--- src/rtl/ccff_loader_pkg.sv ---
// Shared types and defaults for the configuration-chain bitstream loader.
package ccff_loader_pkg;

    typedef enum logic [2:0] {
        IDLE,
        LOAD,
        SHIFT,
        DONE,
        ERR
    } state_t;

    localparam int DEF_WORD_W      = 8;
    localparam int DEF_CHAIN_LEN   = 20;
    localparam int DEF_TIMEOUT_CYC = 1024;

    // Width needed to hold every count from 0 up to and including chain_len.
    function automatic int cnt_width(input int chain_len);
        return $clog2(chain_len + 1);
    endfunction

endpackage

--- src/rtl/ccff_word_piso.sv ---
// Parallel-in/serial-out word buffer, LSB first; bit_out holds its last value once drained.
module ccff_word_piso #(
    parameter int WORD_W = 8
) (
    input  logic              clk,
    input  logic              rst_n,
    input  logic              load,
    input  logic [WORD_W-1:0] data,
    input  logic              shift,
    input  logic              clear,
    output logic              bit_out,
    output logic              empty,
    output logic              last_bit
);
    localparam int REM_W = $clog2(WORD_W + 1);

    logic [WORD_W-1:0] sreg_reg;
    logic [REM_W-1:0]  rem_reg;

    always_ff @(posedge clk) begin
        if (!rst_n) begin
            sreg_reg <= '0;
            rem_reg  <= '0;
        end else if (clear) begin
            rem_reg <= '0;
        end else if (load) begin
            sreg_reg <= data;
            rem_reg  <= REM_W'(WORD_W);
        end else if (shift && (rem_reg != '0)) begin
            rem_reg <= rem_reg - REM_W'(1);
            // The final bit is not shifted out so the serial line keeps its value while starved.
            if (rem_reg != REM_W'(1)) begin
                sreg_reg <= sreg_reg >> 1;
            end
        end
    end

    assign bit_out  = sreg_reg[0];
    assign empty    = (rem_reg == '0);
    assign last_bit = (rem_reg == REM_W'(1));

endmodule

--- src/rtl/ccff_bitstream_loader.sv ---
// Serialises bitstream words into the I/O tile config chain and releases pad isolation after a full load.
// Optional starvation timeout is built when CCFF_LOADER_TIMEOUT_EN is defined.
module ccff_bitstream_loader
    import ccff_loader_pkg::*;
#(
    parameter int WORD_W      = DEF_WORD_W,
    parameter int CHAIN_LEN   = DEF_CHAIN_LEN,
    parameter int TIMEOUT_CYC = DEF_TIMEOUT_CYC
) (
    input  logic                               prog_clk,
    input  logic                               pReset_N,
    input  logic                               start,
    input  logic [WORD_W-1:0]                  bs_data,
    input  logic                               bs_valid,
    output logic                               bs_ready,
    output logic                               ccff_head,
    output logic                               ccff_shift_en,
    input  logic                               ccff_tail,
    output logic                               IO_ISOL_N,
    output logic                               busy,
    output logic                               done,
    output logic [cnt_width(CHAIN_LEN)-1:0]    bit_cnt,
    output logic                               err
);
    localparam int               CNT_W       = cnt_width(CHAIN_LEN);
    localparam logic [CNT_W-1:0] CHAIN_LEN_C = CNT_W'(CHAIN_LEN);

    state_t           state_reg, state_next;
    logic [CNT_W-1:0] bit_cnt_reg, cnt_plus;
    logic             shift_en_reg, iso_reg, busy_reg, done_reg;
    logic             piso_load, piso_shift, piso_clear;
    logic             piso_bit, piso_empty, piso_last;
    logic             start_load, cnt_inc, chain_full, timeout_hit;
    logic             unused_ok;

    ccff_word_piso #(.WORD_W(WORD_W)) u_piso (
        .clk      (prog_clk),
        .rst_n    (pReset_N),
        .load     (piso_load),
        .data     (bs_data),
        .shift    (piso_shift),
        .clear    (piso_clear),
        .bit_out  (piso_bit),
        .empty    (piso_empty),
        .last_bit (piso_last)
    );

    // bit_cnt counts bits already taken by the chain, so cnt_plus includes the bit on ccff_head.
    assign cnt_plus   = bit_cnt_reg + CNT_W'(1);
    assign chain_full = (cnt_plus == CHAIN_LEN_C);

    always_comb begin
        state_next = state_reg;
        bs_ready   = 1'b0;
        piso_load  = 1'b0;
        piso_shift = 1'b0;
        piso_clear = 1'b0;
        start_load = 1'b0;
        cnt_inc    = 1'b0;
        case (state_reg)
            IDLE: begin
                if (start) begin
                    state_next = LOAD;
                    start_load = 1'b1;
                end
            end
            LOAD: begin
                bs_ready = piso_empty;
                if (bs_valid && bs_ready) begin
                    piso_load  = 1'b1;
                    state_next = SHIFT;
                end else if (timeout_hit) begin
                    state_next = ERR;
                end
            end
            SHIFT: begin
                cnt_inc = 1'b1;
                if (chain_full) begin
                    piso_clear = 1'b1;
                    state_next = DONE;
                end else if (piso_last) begin
                    bs_ready = 1'b1;
                    if (bs_valid) begin
                        piso_load = 1'b1;
                    end else begin
                        piso_shift = 1'b1;
                        state_next = LOAD;
                    end
                end else begin
                    piso_shift = 1'b1;
                end
            end
            DONE: state_next = IDLE;
            ERR: begin
                if (start) begin
                    state_next = LOAD;
                    start_load = 1'b1;
                end
            end
            default: state_next = IDLE;
        endcase
    end

    always_ff @(posedge prog_clk) begin
        if (!pReset_N) begin
            state_reg    <= IDLE;
            bit_cnt_reg  <= '0;
            shift_en_reg <= 1'b0;
            iso_reg      <= 1'b0;
            busy_reg     <= 1'b0;
            done_reg     <= 1'b0;
        end else begin
            state_reg    <= state_next;
            shift_en_reg <= (state_next == SHIFT);
            busy_reg     <= (state_next == LOAD) || (state_next == SHIFT);
            done_reg     <= (state_next == DONE);
            if (start_load) begin
                bit_cnt_reg <= '0;
                iso_reg     <= 1'b0;
            end else begin
                if (cnt_inc) begin
                    bit_cnt_reg <= cnt_plus;
                end
                if (state_next == DONE) begin
                    iso_reg <= 1'b1;
                end
            end
        end
    end

`ifdef CCFF_LOADER_TIMEOUT_EN
    localparam int ST_W = $clog2(TIMEOUT_CYC + 1);

    logic [ST_W-1:0] starve_reg;
    logic            err_reg;

    assign timeout_hit = (state_reg == LOAD) && !bs_valid && (starve_reg == ST_W'(TIMEOUT_CYC - 1));

    always_ff @(posedge prog_clk) begin
        if (!pReset_N) begin
            starve_reg <= '0;
            err_reg    <= 1'b0;
        end else begin
            if ((state_reg == LOAD) && !bs_valid) begin
                starve_reg <= starve_reg + ST_W'(1);
            end else begin
                starve_reg <= '0;
            end
            if (start_load) begin
                err_reg <= 1'b0;
            end else if (state_next == ERR) begin
                err_reg <= 1'b1;
            end
        end
    end

    assign err = err_reg;
`else
    assign timeout_hit = 1'b0;
    assign err         = 1'b0;
`endif

    // The chain tail is observed only; the base block has no use for it.
    assign unused_ok = ccff_tail ^ (TIMEOUT_CYC == 0);

    assign ccff_head     = piso_bit;
    assign ccff_shift_en = shift_en_reg;
    assign IO_ISOL_N     = iso_reg;
    assign busy          = busy_reg;
    assign done          = done_reg;
    assign bit_cnt       = bit_cnt_reg;

endmodule

--- config.mk ---
export PLATFORM = sky130hd
export DESIGN_NAME = ccff_bitstream_loader
export DESIGN_NICKNAME = d
export VERILOG_FILES = /design/src/rtl/ccff_loader_pkg.sv /design/src/rtl/ccff_word_piso.sv /design/src/rtl/ccff_bitstream_loader.sv
export SDC_FILE = /design/constraint.sdc
export NUM_CORES = 1
export LEC_CHECK = 0
export BUFFER_PORTS_ARGS = -buffer_cell sky130_fd_sc_hd__buf_2
export CORE_MARGIN = 10
export CORE_UTILIZATION = 50
export CTS_CLUSTER_DIAMETER = 150
export DETAILED_ROUTE_END_ITERATION = 6
export MAX_ROUTING_LAYER = met4
export PLACE_DENSITY = 0.81
export SLEW_MARGIN = 10
export SYNTH_ARGS = -nofsm -noshare
export SYNTH_HDL_FRONTEND = slang
export SYNTH_HIERARCHICAL = 1
export SYNTH_SLANG_ARGS = --single-unit
--- constraint.sdc ---
create_clock -name prog_clk -period 2.9 [get_ports prog_clk]
set_clock_uncertainty 0.1 [all_clocks]
set_input_delay 0.29 -clock prog_clk [delete_from_list [all_inputs] [get_ports prog_clk]]
set_output_delay 0.29 -clock prog_clk [all_outputs]
set_load 0.1 [all_outputs]
==> results.yml <==
synthesis:
  syn_inst: 132
  synthTopCellsByCount: "24 x dfxtp_1, 15 x nor2_1, 8 x mux2i_1, 8 x o211a_1, 8 x o21ai_0"
  yosysMostFrequentCell: "dfxtp_1"
  ys_ff_latch: 24
  synth.largest_area_cell: "dfxtp_1"
  synth_top_family_by_area: "simple AND/OR/NAND/NOR gates"
  synth_edf_count: 0
  synth_compound_area_share_pct: 21.22
  synthSimpleGateAreaFrac_pct: 21.51
  synth.top_cell.area_share_pct: 37.21
  synth_fa_ha_area_share_pct: 2.907
  post_synth_mux_area_share_pct: 6.202
  synth_nets: 148
  ys_types: 42
  synth_xor_area_share_pct: 3.391
  synth_area_um2: 1291
  yosysSeqAreaShare_pct: 37.21
  yosys_most_used_dff: "dfxtp_1"
  synth_area_leaders: "dfxtp_1 37%, mux2i_1 6.2%, o211a_1 6.2%"
  ys_warn_count: 6
  async_reset_ff_share_pct: 0
  avgSynthCellArea_um2: 9.782
clock_network:
  cts_tree: "built"
  cts_buffers: 3
  cts_resized: 0
  clockRootBuffer: "clkbuf_4"
  hold_buffers: 0
  ctsLongestPathBuffers: 2
  postCtsSetupBuffers: 0
  cts.clk_slew.worst_paths_ns: 0.13
  clkLatencyLatePin_ns: 0.31
  cts.sinks: 24
  cts_max_level: 1
global_routing:
  grt_pass1_vias: 990
  grtUsageTotal_pct: 10.47
  grt_max_degree: 15
  grt_pass1_wl_um: 4347
  antenna_found_initial: 0
  grt_overflow: 0
die:
  core_um2: 2477
  start_util_pct: 52.12
  die_y_um: 70.82
  die_x_um: 70.82
  io_pins: 25
  num_rows: 18
  die_area_um2: 5015
place:
  gp_congestion: 0.8073
  portBuffers: 22
  hpwlAfterDp_um: 1980
timing:
  fin_hold_ws_ns: 0.05547
  rsz0062_at_grt: "no"
  setup_tns_ns: 0
  drv_slew: 0
  max_freq_ghz: 0.4215
  period_share_pct: 81.80
  setup_viol_count_final: 0
  hold_viol_final: 0
  fin_crit_ns: 2.372
finish:
  largest_register_ff_count: 8
  layout-drive-gt1-share_pct: 28.29
  area_delta_synth_final_pct: 13.57
  nNetsFinal: 169
  diodes: 0
pwr:
  p_per_area_nw_per_um2: 523.3
  p_leak_nw: 0.6357
  ir_worst_vdd_mv: 0.3584
critical_path:
  critical_path_class: "flip-flop to flip-flop"
  endpoint: "u_piso/sreg_reg[3]"
  critical_path_required_ns: 3.02
  start_kind: "flip-flop"
  worstReg2RegEnd: "u_piso/sreg_reg[3]"
  path_max_fanout: 10
  ff2ff_setup_slack_ns: 0.53
  reg2reg_depth: 9
  r2r-start: "u_piso/rem_reg[0]"
  crit_path_end_kind: "flip-flop"
  arrival_ns: 2.49
  startpoint: "u_piso/rem_reg[0]"
drt:
  final_antenna_net_count: 0
  routed_via_density: 5.451
  wl_per_cell_um: 14.14
  routed_wl_um: 2573
  first_pass_iters: 4
  dr_total_vias: 992
  drcViolationCount: 0
  drt_iter0_markers: 86
flow_run:
  max_cap_violations: 0
status:
  status: "finished, final reports clean"
min_path:
  hp-class: "primary input to flip-flop"
worst max-delay path: stages, from the launching register on:
cell	delay, ns
dfxtp_1	0.41
inv_1	0.06
ha_1	0.24
and2_2	0.22
nand3b_1	0.15
a21oi_4	0.07
and2_1	0.19
and2b_1	0.25
or2_1	0.34
o211a_1	0.24
how the worst min path moves through the flow:
| stage | startpoint | endpoint | slack (ns) | cells past startpoint |
|---|---|---|---|---|
| global placement | IO_ISOL_N | IO_ISOL_N | 0.35 | 2 |
| CTS | start | state_reg[2] | 0.05 | 2 |
| floorplan | start | state_reg[2] | 0.27 | 1 |
| detailed placement | IO_ISOL_N | IO_ISOL_N | 0.36 | 2 |
| finish | start | state_reg[2] | 0.06 | 2 |
| global route | start | state_reg[2] | 0.05 | 2 |
per-stage QoR:
stage                     cell area (um^2)  setup slack (ns)  cells  utilization (%)  power [mW]
after detailed placement              1414            0.5369    178            57.07      0.5337
after global routing                  1466            0.4060    182            59.19      0.7993
after floorplan                       1319           0.05504    132                -      0.5073
final                                 1466            0.5278    182            59.19      0.7674
after CTS                             1466            0.5122    182            59.19      0.7740
after global placement                1414            0.6083    178            57.07      0.5280
area by class of cell:
class | instances | area, um^2
clock buffers | 3 | 22.52
clock inverters | 1 | 30.03
fillers | 204 | 1011
inverters | 7 | 26.28
multi-input cells | 93 | 728.2
well taps | 30 | 37.54
repair buffers | 24 | 125.1
flip-flops and latches | 24 | 496.7
metal layers:
layer	track usage, %	part of all wire, %	up-vias
met4	3.656	0.74	0
met1	11.31	46	463
met5	-	0	-
met2	17.51	48	19
met3	3.487	4.8	2
li1	-	-	508
placed cells by master, fill, tap and decap left out, types with 4 or more instances in the layout:
cell and count:
o211a_1 8, inv_1 6, mux2i_1 8, a21oi_1 4, o21ai_0 8, nand2_1 6, nor2_1 15, dfxtp_4 4
buf_2 22, dfxtp_1 19
where the power goes:
part	internal [mW]	total [mW]	switching [mW]
combinational	0.0551	0.165	0.110
sequential	0.344	0.361	0.0169
clock	0.140	0.242	0.102
total	0.539	0.767	0.229
cells by family after synthesis:
kind of cell	after synthesis
and+or+nand+nor	43
AOI/OAI and AO/OA	33
DFF	24
buffers and inverters	15
muxes	8
xor gates and xnor gates	5
adders and majority gates	3
other	1
(Power assumes the default switching activity.)
